File: src/rtl/adc_frame_sequencer.sv
// Sample-clock-domain frame sequencer: on each frame tick it converts every enabled ADC
// channel in ascending order and writes the results into the FIFO write port.
module adc_frame_sequencer #(
    parameter int          NUM_CH   = 8,
    parameter int          TIMEOUT  = 255,
    parameter logic [15:0] ERR_WORD = 16'h8000
) (
    input  logic                      sample_clk,
    input  logic                      reset_n,
    input  logic                      enable,
    input  logic [NUM_CH-1:0]         chan_mask,
    input  logic [15:0]               frame_period,
    input  logic                      fifo_full,
    input  logic                      adc_eoc,
    input  logic [15:0]               adc_data,
    output logic                      adc_start,
    output logic [$clog2(NUM_CH)-1:0] adc_chan,
    output logic                      done,
    output logic [$clog2(NUM_CH)-1:0] atmchsel,
    output logic [15:0]               data_in,
    output logic                      last_word,
    output logic                      busy,
    output logic                      timeout_err,
    output logic [7:0]                overrun_cnt,
    output logic [7:0]                drop_cnt
);

    localparam int CH_W  = $clog2(NUM_CH);
    localparam int TMO_W = $clog2(TIMEOUT + 1);

    typedef enum logic [2:0] {
        S_IDLE,
        S_WAIT_TICK,
        S_START,
        S_CONVERT,
        S_WRITE
    } state_t;

    typedef struct packed {
        logic            found;
        logic [CH_W-1:0] idx;
    } pick_t;

    // Lowest set bit of mask at or above position 'from'.
    function automatic pick_t pick_from(input logic [NUM_CH-1:0] mask, input int from);
        pick_t p;
        p = '0;
        for (int i = NUM_CH - 1; i >= 0; i--) begin
            if (mask[i] && (i >= from)) begin
                p.found = 1'b1;
                p.idx   = CH_W'(i);
            end
        end
        return p;
    endfunction

    state_t           state_q;
    logic [NUM_CH-1:0] mask_q;
    logic [CH_W-1:0]  ch_q;
    logic [TMO_W-1:0] tmo_q;
    logic [15:0]      timer_q, timer_d;
    logic             en_q, first_q;
    logic             tick, period_hit;
    logic             adc_start_q, done_q, last_word_q, busy_q, timeout_err_q;
    logic [CH_W-1:0]  adc_chan_q, atmchsel_q;
    logic [15:0]      data_in_q;
    logic [7:0]       overrun_q, drop_q;
    pick_t            first_pick, next_pick;

    assign first_pick = pick_from(chan_mask, 0);
    assign next_pick  = pick_from(mask_q, int'(ch_q) + 1);

    // The tick comes one cycle after the enable rise so it lands in WAIT_TICK, not IDLE.
    // NOTE: every signal written in always_comb gets a default first so no latch is inferred.
    always_comb begin
        tick    = 1'b0;
        timer_d = timer_q;
        if (frame_period == 16'd0) begin
            period_hit = (state_q == S_WAIT_TICK);
        end else begin
            period_hit = (timer_q >= frame_period - 16'd1);
        end
        if (!enable) begin
            timer_d = 16'd0;
        end else begin
            tick = en_q && (first_q || period_hit);
            if (first_q || tick || (frame_period == 16'd0)) begin
                timer_d = 16'd0;
            end else begin
                timer_d = timer_q + 16'd1;
            end
        end
    end

    // NOTE: sequential state uses non-blocking assignments so every register samples pre-edge values.
    always_ff @(posedge sample_clk or negedge reset_n) begin
        if (!reset_n) begin
            en_q    <= 1'b0;
            first_q <= 1'b0;
            timer_q <= 16'd0;
        end else begin
            en_q    <= enable;
            first_q <= enable && !en_q;
            timer_q <= timer_d;
        end
    end

    always_ff @(posedge sample_clk or negedge reset_n) begin
        if (!reset_n) begin
            state_q       <= S_IDLE;
            mask_q        <= '0;
            ch_q          <= '0;
            tmo_q         <= '0;
            adc_start_q   <= 1'b0;
            adc_chan_q    <= '0;
            done_q        <= 1'b0;
            atmchsel_q    <= '0;
            data_in_q     <= 16'd0;
            last_word_q   <= 1'b0;
            busy_q        <= 1'b0;
            timeout_err_q <= 1'b0;
            overrun_q     <= 8'd0;
            drop_q        <= 8'd0;
        end else begin
            adc_start_q <= 1'b0;
            done_q      <= 1'b0;
            last_word_q <= 1'b0;

            unique case (state_q)
                S_IDLE: begin
                    if (enable) state_q <= S_WAIT_TICK;
                end
                S_WAIT_TICK: begin
                    if (!enable) begin
                        state_q <= S_IDLE;
                    end else if (tick) begin
                        if (fifo_full) begin
                            if (drop_q != 8'hFF) drop_q <= drop_q + 8'd1;
                        end else begin
                            mask_q <= chan_mask;
                            if (first_pick.found) begin
                                ch_q        <= first_pick.idx;
                                adc_chan_q  <= first_pick.idx;
                                adc_start_q <= 1'b1;
                                busy_q      <= 1'b1;
                                state_q     <= S_START;
                            end
                        end
                    end
                end
                S_START: begin
                    tmo_q   <= '0;
                    state_q <= S_CONVERT;
                end
                S_CONVERT: begin
                    if (adc_eoc || (tmo_q == TMO_W'(TIMEOUT))) begin
                        done_q      <= 1'b1;
                        atmchsel_q  <= ch_q;
                        data_in_q   <= adc_eoc ? adc_data : ERR_WORD;
                        last_word_q <= !next_pick.found;
                        if (!adc_eoc) timeout_err_q <= 1'b1;
                        state_q     <= S_WRITE;
                    end else begin
                        tmo_q <= tmo_q + TMO_W'(1);
                    end
                end
                S_WRITE: begin
                    if (next_pick.found) begin
                        ch_q        <= next_pick.idx;
                        adc_chan_q  <= next_pick.idx;
                        adc_start_q <= 1'b1;
                        state_q     <= S_START;
                    end else begin
                        busy_q  <= 1'b0;
                        state_q <= enable ? S_WAIT_TICK : S_IDLE;
                    end
                end
                default: state_q <= S_IDLE;
            endcase

            if (tick && (state_q inside {S_START, S_CONVERT, S_WRITE}) && (overrun_q != 8'hFF)) begin
                overrun_q <= overrun_q + 8'd1;
            end
        end
    end

    assign adc_start   = adc_start_q;
    assign adc_chan    = adc_chan_q;
    assign done        = done_q;
    assign atmchsel    = atmchsel_q;
    assign data_in     = data_in_q;
    assign last_word   = last_word_q;
    assign busy        = busy_q;
    assign timeout_err = timeout_err_q;
    assign overrun_cnt = overrun_q;
    assign drop_cnt    = drop_q;

endmodule
File: config.mk
export PLATFORM = sky130hd
export DESIGN_NAME = adc_frame_sequencer
export DESIGN_NICKNAME = d
export VERILOG_FILES = /design/src/rtl/adc_frame_sequencer.sv
export SDC_FILE = /design/constraint.sdc
export NUM_CORES = 1
export LEC_CHECK = 0
export ABC_AREA = 1
export CAP_MARGIN = 40
export CORE_MARGIN = 8
export CORE_UTILIZATION = 45
export DETAILED_ROUTE_END_ITERATION = 10
export GPL_TIMING_DRIVEN = 0
export PLACE_DENSITY_LB_ADDON = 0.15
export SLEW_MARGIN = 20
export SYNTH_ARGS = -nofsm -noshare
export SYNTH_HDL_FRONTEND = slang
export SYNTH_SLANG_ARGS = --single-unit
File: constraint.sdc
create_clock -name sample_clk -period 4.55 [get_ports sample_clk]
set_input_delay 1.1375 -clock sample_clk [delete_from_list [all_inputs] [get_ports sample_clk]]
set_output_delay 1.1375 -clock sample_clk [all_outputs]
set_load 0.02 [all_outputs]
-- Yosys cells after proc, flatten, opt, wreduce, memory -nomap -nowiden
Cells that the tools add are included.
- register bits: 80
- logic and storage cells: 137
- add/sub/neg operators: 6
- $lt $le $gt $ge: 9
- eq/ne operators: 19
- multiplexer cells: 54
- bitwise logic cells: 2
- reductions and logical operators: 31
- operator list (kind ; number):
    $mux W4 ; 16
    $mux W16 ; 3
    $mux W3 ; 11
    $add A8 B1 Y8 const B ; 3
    $ne A2 B2 Y1 const B ; 9
    $mux W1 ; 17
    $add A16 B1 Y16 const B ; 1
    $ge A16 B16 Y1 ; 1
    $ge A3 B4 Y1 const A ; 4
    $logic_not A16 Y1 ; 1
    $ne A8 B8 Y1 const B ; 2
    $pmux W8 S2 ; 1
    $sub A16 B1 Y16 const B ; 1
    $pmux W3 S5 ; 1
    $logic_and A1 B1 Y1 ; 12
    $reduce_and A6 Y1 ; 2
    $reduce_and A5 Y1 ; 2
    $ne A3 B3 Y1 const B ; 3
    $eq A8 B8 Y1 const B ; 1
    $ge A1 B4 Y1 const A ; 2
    $ge A2 B4 Y1 const A ; 2
    $mux W8 ; 1
    $eq A3 B2 Y1 const B ; 2
    $pmux W3 S2 ; 1
    other kinds (14) ; 22

-- Depth between registers and ports, before layout
Gate-level depths: netlist of the first run.
- word-level depth: 14
- gate-level depth with buffers: 23
- mapped depth without buffers: 23

-- Worst setup path after synthesis of the first run
Ideal clock, no wire load.
- path kind: input -> register
- start point: input frame_period[2]
- end point: register timer_q[8]
- data arrival time: 3.454 ns
- setup slack: 1.025 ns
- stages on the path: 21
- buffers on the path: 1
- path through: nor2_1 > nand3_1 > inv_1 > nand3_1 > nor3_1 > nand2_1 > nor2_1 > xnor2_1 > ha_1 > nand2_1 > inv_1 > o21bai_1 > nand2_1 > a21oi_1 > nand3_1 > nand2_1 > nand2_4 > nand2_1 > nand4_1 > buf_4 > nor2_1
- longest elaborated chain between the ends: 9
- ends and longest elaborated chain (what ; RTL line ; text):
    start, declared ; 12 ; input logic [15:0] frame_period,
    $sub A16 B1 Y16 ; 81 ; period_hit = (timer_q >= frame_period - 16'd1);
    $ge A16 B16 Y1 ; 81 ;
    $mux W1 ; 78 ; if (frame_period == 16'd0) begin
    $logic_or A1 B1 Y1 ; 86 ; tick = en_q && (first_q || period_hit);
    $logic_and A1 B1 Y1 ; 86 ;
    $logic_or A1 B1 Y1 ; 87 ; if (first_q || tick || (frame_period == 16'd0)) begin
    $logic_or A1 B1 Y1 * ; 87 ;
    $mux W16 * ; 87 ;
    $mux W16 * ; 83 ; if (!enable) begin
    via timer_d[8] ; 61 ; logic [15:0] timer_q, timer_d;
    end signal, assigned ; 104 ; timer_q <= timer_d;
    end, declared ; 61 ;
Mark *: on every way through the listed nets, which the timed path passes. The rest lies on a longest branch.
A chain may end at the register's enable or synchronous reset.

-- Worst setup path in the final report of the first run
- start point: input frame_period[2]
- end point: register timer_q[5]
Same word-level chain as after synthesis.

==> reports/results.tsv, run 1 <==
metric	value	unit
Clock Sink Count	80	
vias in the first global route	4144	
met2 usage	26.4	%
Ys Warns	0	
gp weighted congestion	0.901	
Comb power frac	39.0	%
mean number of vias per cell	4.95	
H-tree levels	3	
Psw	1.03	mW
Die Area	13900	sq um
Clock Power Share	22.5	%
Clock Skews	0.00851	ns
Seq/Total Area, Yosys	42.7	%
First-pass DRT Iterations	4	
postcts setup bufs	0	
Fmax	241	MHz
Critical Path AT	4.45	ns
max_cap viols	0	
num rows	37	
Multi-input gate area	2380	sq um
Syn Std Cell Area	4690	sq um
Register Area	2000	sq um
gr usage total	16.2	%
power per cell area	450	nW/um^2
switch share	38.1	%
# IOs	88	
share of cells above drive strength 1	5.71	%
final setup TNS	0	ns
sequential share of power	38.4	%
post-synthesis area per instance	7.86	sq um
Fin. Hold Viols	0	
DRT iter0 DRCs	114	
fin crit share	91.3	%
first-pass GRT wire length	19000	um
worst vdd ir	0.316	mV
Post-Synthesis Net Count	667	
clk root buf	clkbuf_8	
clock latency on the worst-skew pair	0.36	ns
Final Max Slew Viols	0	
Setup Viol. Count Final	0	
Initial Utilization	45.8	%
Clk pin slew, worst setup/hold paths	0.08	ns
met1 Use GR	19.6	%
initial antenna violation count	0	
drt wl/cell	13.0	um
DIE WIDTH	118	um
Rel. slew slack	63.0	%
CTS tree	yes	
RSZ-0062 raised after global routing	false	
post-DP HPWL	8280	um
synthesized flop and latch total	80	
grt met3 use	5.04	%
Nets	765	
Cells after Synth	597	
most used flip-flop cell after synthesis	dfrtp_1	
Slew @ Worst Pin	0.554	ns
Async S/R FF share, synth	100	%
Area Growth Syn to Fin	27.2	%
Antenna Cells	0	
post-CTS resize count	0	
DRT Wirelength	10900	um
largest net degree at the start of global routing	43	
most frequent cells in the layout	159 x nand2_1, 85 x clkdlybuf4s50_1, 80 x dfrtp_1	
WS Path Type	input port to register	
DRC Markers	0	
Hold WC Path Type	register to register	
Fillers	935	
cts hold-fix bufs	0	
commonest non-fill, non-tap cell in the layout	nand2_1	
Worst Path Required	4.85	ns
die span in y	118	um
Worst setup EP type	register	
CTS max path bufs	2	
DRT antenna net count	0	
number of buffers added on ports	86	
Core Footprint	10200	sq um
Power Internal	1.66	mW
Startpoint Class	input port	
Via Count	4141	
min Tclk post-route	4.15	ns
status	completed	
Most Used Layer, Global Route	met2	
total gr overflow	0	
synth unique cells	40	
CTS Buf Count	9	
Layout Utilization	58.3	%
critical path peak fanout	10	
Leakage	2.92	nW
Post-synth EDFFs	0	
[worst paths after layout]
check | from | end | slack, ns | cells past startpoint
min reg2reg | data_in[12] | data_in[12] | 0.47 | 2
max in group asynchronous | reset_n | mask_q[1] | 3.20 | 2
min | data_in[12] | data_in[12] | 0.47 | 2
max reg2reg | timer_q[13] | timer_q[5] | 2.27 | 13
max | frame_period[2] | timer_q[5] | 0.40 | 22
min in group asynchronous | reset_n | drop_cnt[5] | 0.76 | 1
[synth_stat cells, types with 2 or more instances]
cell / n / area, sq um
a21oi_1: 11 / 55.1
a31o_2: 2 / 17.5
a31oi_1: 3 / 18.8
clkbuf_1: 5 / 18.8
dfrtp_1: 80 / 2000
ha_1: 25 / 313
inv_1: 66 / 248
inv_2: 3 / 11.3
nand2_1: 159 / 597
nand2_2: 3 / 18.8
nand3_1: 57 / 285
nand3b_1: 5 / 37.5
nand4_1: 9 / 56.3
nor2_1: 63 / 236
nor2_2: 3 / 18.8
nor3_1: 15 / 75.1
nor3_2: 2 / 20.0
nor4_1: 4 / 25.0
o211ai_1: 2 / 15.0
o21ai_0: 25 / 125
o21ai_1: 2 / 10.0
xnor2_1: 12 / 105
xor2_1: 24 / 210
[area by class of cell]
| type | instances | area share (%) |
|---|---|---|
| Inverter | 70 | 4.40 |
| Buffer | 8 | 0.713 |
| Clock buffer | 10 | 2.31 |
| Timing Repair Buffer | 87 | 14.7 |
| Multi-Input combinational cell | 439 | 39.9 |
| Tap cell | 136 | 2.85 |
| Clock inverter | 6 | 1.51 |
| Sequential cell | 80 | 33.6 |
[power groups by stage]
stage	combinational, mW	clock [mW]	sequential [mW]
after CTS	1.07	0.619	1.03
after detailed placement	1.06	0	1.04
final	1.05	0.605	1.03
after global placement	1.04	0	1.03
after global routing	1.19	0.653	1.06
after floorplan	0.479	0	1.17
[routing by layer]
layer,vias up,wire (um)
met5,-,0
met4,0,161
met3,13,683
met2,84,5020
met1,1913,5000
li1,2131,-
[kinds of logic (layout without fill, tap and decap cells)]
family / Yosys count / in the layout / share of synthesized area [%]
AOI/OAI and AO/OA: 51 / 51 / 6.27
DFF: 80 / 80 / 42.7
xor gates and xnor gates: 36 / 36 / 6.72
and+or+nand+nor: 327 / 327 / 31.2
buffers and inverters: 78 / 181 / 6.51
adders and majority gates: 25 / 25 / 6.67
[registers in the layout, summed over array words and instances, names as in the netlist, 3 cells and up]
| register | flops |
|---|---|
| adc_chan | 3 |
| atmchsel | 3 |
| data_in | 16 |
| drop_cnt | 8 |
| mask_q | 8 |
| overrun_cnt | 8 |
| state_q | 3 |
| timer_q | 16 |
| tmo_q | 8 |
[per-stage QoR]
step | power (mW) | hold slack (ns) | area (sq um) | setup WS, ns | instances
after floorplan | 1.65 | 0.435 | 4690 | 1.02 | 597
after global placement | 2.07 | 0.453 | 5720 | -0.582 | 819
after detailed placement | 2.10 | 0.457 | 5740 | 0.0161 | 820
after CTS | 2.72 | 0.479 | 5970 | 0.383 | 836
after global routing | 2.90 | 0.503 | 5970 | 0.0399 | 836
final | 2.69 | 0.474 | 5970 | 0.397 | 836
[critical path, cell delays in order]
cell             delay (ns)
clkdlybuf4s50_1        0.46
nor2_1                 0.15
nand3_1                0.13
inv_1                  0.09
nand3_1                0.10
nor3_1                 0.27
nand2_1                0.12
nor2_1                 0.13
xnor2_1                0.14
ha_1                   0.27
nand2_1                0.07
inv_1                  0.03
o21bai_1               0.11
nand2_1                0.06
a21oi_1                0.11
nand3_1                0.09
nand2_1                0.10
nand2_4                0.08
nand2_1                0.06
nand4_1                0.30
buf_4                  0.31
nor2_1                 0.10
(Power assumes the default switching activity.)
==> inputs of run 2 (changes only) <==
--- a/config.mk
+++ b/config.mk
@@ -5,7 +5,6 @@
 export SDC_FILE = /design/constraint.sdc
 export NUM_CORES = 1
 export LEC_CHECK = 0
-export ABC_AREA = 1
 export CAP_MARGIN = 40
 export CORE_MARGIN = 8
 export CORE_UTILIZATION = 45
==> reports/results.tsv, run 2 <==
metric	value	unit
status	completed	
Power Internal	1.65	mW
Cells after Synth	427	
Worst R2R End	adc_chan[2]	
HP Start	en_q	
commonest non-fill, non-tap cell in the layout	clkdlybuf4s50_1	
Core Footprint	9590	sq um
DIE WIDTH	114	um
grt met3 use	4.06	%
post-DP HPWL	7470	um
number of buffers added on ports	87	
clock latency on the worst-skew pair	0.35	ns
First-pass DRT Iterations	4	
met1 Use GR	19.1	%
Ys Warns	0	
Initial Utilization	45.4	%
first-pass GRT wire length	16400	um
Psw	0.903	mW
Post-Synthesis Net Count	497	
hold_ws	0.414	ns
cell taking the most area after synthesis	dfrtp_1	
Comb power frac	39.4	%
Hold WC Path Type	register to register	
vias in the first global route	3470	
initial antenna violation count	0	
largest net degree at the start of global routing	55	
total gr overflow	0	
# IOs	88	
gr usage total	15.3	%
synth unique cells	50	
Leakage	2.51	nW
DRC Markers	0	
num rows	36	
Async S/R FF share, synth	100	%
Final Max Slew Viols	0	
Clock Skews	0.00989	ns
cts hold-fix bufs	0	
synthesized flop and latch total	80	
Nets	598	
Via Count	3511	
DRT antenna net count	0	
min Tclk post-route	4.45	ns
FF-to-FF Start	timer_q[9]	
Slew @ Worst Pin	0.584	ns
Rel. slew slack	61.0	%
sequential share of power	40.2	%
most frequent cells in the layout	83 x clkdlybuf4s50_1, 80 x dfrtp_1, 42 x nor2_1	
Syn Std Cell Area	4360	sq um
Seq/Total Area, Yosys	45.9	%
H-tree levels	3	
Yosys top cell area share	45.9	%
CTS tree	yes	
Post-synth EDFFs	0	
post-synthesis area per instance	10.2	sq um
CTS max path bufs	2	
share of cells above drive strength 1	9.01	%
Post-synth top cells	80 x dfrtp_1, 42 x nor2_1, 33 x nand2_1	
WS Path Type	input port to register	
most used flip-flop cell after synthesis	dfrtp_1	
Clk pin slew, worst setup/hold paths	0.08	ns
met2 usage	24.9	%
Fmax	225	MHz
Clock Sink Count	80	
fin crit share	97.8	%
RSZ-0062 raised after global routing	false	
Clock Power Share	20.5	%
Worst R2R Setup Slack	1.92	ns
dpl cells	648	
CTS Buf Count	9	
Most Used Layer, Global Route	met2	
largest cells by area after synthesis	dfrtp_1 46%, ha_1 7.2%, xor2_1 4.8%, xnor2_1 4.4%, nor2_1 3.6%	
worst hold path depth	1	
mean number of vias per cell	5.27	
Fin. Hold Viols	0	
worst vdd ir	0.282	mV
critical path peak fanout	10	
DRT Wirelength	9780	um
Worst setup EP type	register	
Die Area	13100	sq um
Setup Viol. Count Final	0	
Critical Path AT	4.68	ns
Layout Cells excl Fill	666	
Reg2Reg Depth	9	
top-count cell post-synth	dfrtp_1	
Startpoint Class	input port	
gp weighted congestion	0.808	
max_cap viols	0	
Antenna Cells	0	
drt wl/cell	14.7	um
clk root buf	clkbuf_8	
Worst Path Required	4.78	ns
die span in y	114	um
switch share	35.3	%
DRT iter0 DRCs	118	
Area Growth Syn to Fin	30.0	%
worst hold endpoint	first_q	
power per cell area	451	nW/um^2
==> run 2: power groups by stage <==
stage               Sequential [mW]  Clock (mW)  Combinational (mW)
floorplan                      1.15           0               0.463
global placement               1.03           0               0.991
detailed placement             1.04           0                1.01
CTS                            1.03       0.543                1.02
global route                   1.05       0.569                1.10
finish                         1.03       0.523                1.01
==> run 2: critical path: stages <==
cell,delay [ns]
clkdlybuf4s50_1,0.46
nor3_2,0.21
nand3_1,0.19
or3_4,0.44
nor2_1,0.13
xnor2_1,0.09
ha_1,0.30
o21a_1,0.11
a21oi_1,0.08
o211a_1,0.12
a221o_1,0.35
a21o_1,0.23
buf_6,0.15
o31ai_4,0.31
mux2_2,0.37
==> run 2: logic make-up (layout without fill, tap and decap cells) <==
kind of cell / Yosys count / after routing / share of synthesized area (%)
AO/OA/AOI/OAI: 76 / 76 / 12.3
XOR/XNOR: 46 / 46 / 9.24
adder cells (fa/ha/maj): 25 / 25 / 7.18
buffers and inverters: 25 / 131 / 2.53
flip-flops: 80 / 80 / 45.9
multiplexers: 15 / 15 / 4.54
AND/OR/NAND/NOR: 160 / 160 / 18.3
==> run 2: worst max-delay path by stage <==
stage	start	endpoint	slack, ns	cells after the start
2_1_floorplan	frame_period[6]	mask_q[0]	0.30	13
3_3_place_gp	reset_n	data_in[7]	-0.46	1
3_5_place_dp	frame_period[6]	adc_chan[0]	-0.47	14
4_1_cts	frame_period[7]	mask_q[5]	0.006	14
5_1_grt	frame_period[3]	mask_q[5]	0.008	15
6_report	frame_period[3]	adc_chan[2]	0.10	15
==> run 2: timing repair <==
item | in CTS | in global routing
resized for setup | 5 | 4
endpoints found under the setup margin | 11 | 22
buffers inserted | 1 | 1
pin swaps | 1 | 1
==> run 2: final cells by class <==
type / count / area (sq um)
repair buffers: 90 / 911
clock buffers: 11 / 141
well taps: 133 / 166
fillers: 854 / 3930
clock inverters: 5 / 56.3
multi-input cells: 322 / 2280
flip-flops and latches: 80 / 2000
plain buffers: 11 / 57.6
inverters: 14 / 52.6
==> run 2: routing by layer <==
metal	wire length [um]	up-vias
li1	-	1734
met1	4550	1713
met2	4690	57
met3	430	7
met4	110	0
met5	0	-
==> run 2: stage by stage <==
| step | cell area, sq um | TNS (ns) | power [mW] | setup slack [ns] | utilization [%] |
|---|---|---|---|---|---|
| floorplan | 4360 | 0 | 1.62 | 0.299 | - |
| global placement | 5400 | -46.83 | 2.03 | -0.455 | 56.2 |
| detailed placement | 5420 | -12.58 | 2.05 | -0.465 | 56.5 |
| CTS | 5640 | 0 | 2.59 | 0.00625 | 58.8 |
| global route | 5660 | 0 | 2.72 | 0.00788 | 59.0 |
| finish | 5660 | 0 | 2.55 | 0.101 | 59.0 |
==> inputs of run 3 (changes only) <==
--- a/config.mk
+++ b/config.mk
@@ -6,7 +6,6 @@
 export NUM_CORES = 1
 export LEC_CHECK = 0
 export CAP_MARGIN = 40
-export CORE_MARGIN = 8
 export CORE_UTILIZATION = 45
 export DETAILED_ROUTE_END_ITERATION = 10
 export GPL_TIMING_DRIVEN = 0
==> reports/results.tsv, run 3 (synthesized netlist as in run 2, its figures left out) <==
metric	value	unit
number of buffers added on ports	87	
max_cap viols	0	
Routed met3 length	290	um
First-pass DRT Iterations	4	
worst vdd ir	0.349	mV
Clk pin slew, worst setup/hold paths	0.08	ns
Core Footprint	9330	sq um
power per cell area	459	nW/um^2
Top Layer Used	met4	
DRC Markers	0	
CTS Buf Count	9	
Final Max Slew Viols	0	
Reg2Reg Depth	10	
Area after DPL	5420	sq um
final setup TNS	0	ns
vias in the first global route	3249	
WS Path Type	input port to register	
die span in y	100	um
DIE WIDTH	100	um
CTS tree	yes	
first-pass GRT wire length	15400	um
Slew @ Worst Pin	0.614	ns
Startpoint Class	input port	
met2 WL	4520	um
H-tree levels	3	
share of cells above drive strength 1	8.85	%
worst hold path depth	1	
clk root buf	clkbuf_8	
Multi-input gate area	2280	sq um
Clock Skews	0.0120	ns
Initial Utilization	46.7	%
Hold WC Path Type	register to register	
Setup Viol. Count Final	0	
Via Count	3475	
fin crit share	97.0	%
Layout Cells excl Fill	660	
post-DP HPWL	7050	um
Rel. slew slack	59.1	%
status	completed	
RSZ-0062 raised after global routing	false	
most frequent cells in the layout	83 x clkdlybuf4s50_1, 80 x dfrtp_1, 42 x nor2_1	
Area Growth Syn to Fin	30.4	%
dpl cells	644	
DRT iter0 DRCs	168	
clock latency on the worst-skew pair	0.36	ns
min Tclk post-route	4.41	ns
total gr overflow	0	
DRT antenna net count	0	
gp weighted congestion	0.836	
M1 wire length	4380	um
Leakage	2.53	nW
Clock Sink Count	80	
Antenna Cells	0	
Fillers	825	
Worst setup EP type	register	
Worst Path Required	4.79	ns
drt wl/cell	14.1	um
critical path peak fanout	8	
Layout Cell Area excl Fill	5680	sq um
Critical Path AT	4.65	ns
num rows	35	
largest net degree at the start of global routing	47	
Overall Power	2.61	mW
Fmax	227	MHz
Die Area	10100	sq um
hold_ws	0.435	ns
commonest non-fill, non-tap cell in the layout	clkdlybuf4s50_1	
Nets	597	
Register Area	2000	sq um
mean number of vias per cell	5.27	
gr usage total	19.3	%
CTS max path bufs	2	
# IOs	88	
DRT Wirelength	9310	um
initial antenna violation count	0	
Fin. Hold Viols	0	
run 3: area by class of cell:
cell class,instances,area share (%)
multi-input combinational,322,40.2
buffer,11,1.01
inverter,14,0.925
tap,129,2.84
timing repair buffer,89,16.0
sequential,80,35.2
clock inverter,6,1.63
clock buffer,9,2.18
run 3: through the flow:
stage               setup WS (ns)  utilization [%]
floorplan                   0.299                -
global placement           -0.473             57.8
detailed placement         -0.459             58.1
CTS                       0.00446             60.7
global route              0.00471             60.9
finish                      0.138             60.9
run 3: timing repair:
| action | CTS | global route |
|---|---|---|
| hold buffers | 0 | 0 |
| setup buffers | 1 | 0 |
| gates resized for setup | 4 | 6 |
| pin swaps | 1 | 1 |
| setup endpoints to repair | 12 | 27 |
run 3: final timing paths:
path	slack, ns	endpoint	from
min	0.44	first_q	en_q
max	0.14	mask_q[5]	frame_period[3]
min in group asynchronous	0.73	overrun_cnt[3]	reset_n
max in group asynchronous	3.24	busy	reset_n
max reg2reg	1.93	mask_q[5]	timer_q[0]
min reg2reg	0.44	first_q	en_q
run 3: critical path, cell delays in order:
cell             delay [ns]
clkdlybuf4s50_1        0.49
nor3_4                 0.24
nand3_2                0.14
or3_4                  0.41
nor2_1                 0.13
xnor2_1                0.08
ha_1                   0.30
o21a_1                 0.11
a21oi_1                0.08
o211a_1                0.12
a221o_1                0.35
a21o_1                 0.22
or3_1                  0.38
buf_6                  0.17
mux2_4                 0.30
run 3: per-layer routing:
metal  global-route usage [%]  vias to the layer above
li1                         -                     1729
met4                     5.69                        0
met5                        0                        -
met1                     25.9                     1679
met2                     31.6                       56
met3                     4.04                       11
run 3: where the power goes:
group / leakage, nW / total [mW] / switching, mW / internal [mW]
clock network: 0.102 / 0.572 / 0.263 / 0.310
registers: 1.06 / 1.03 / 0.151 / 0.880
logic: 1.37 / 1.00 / 0.500 / 0.504
total: 2.53 / 2.61 / 0.914 / 1.69
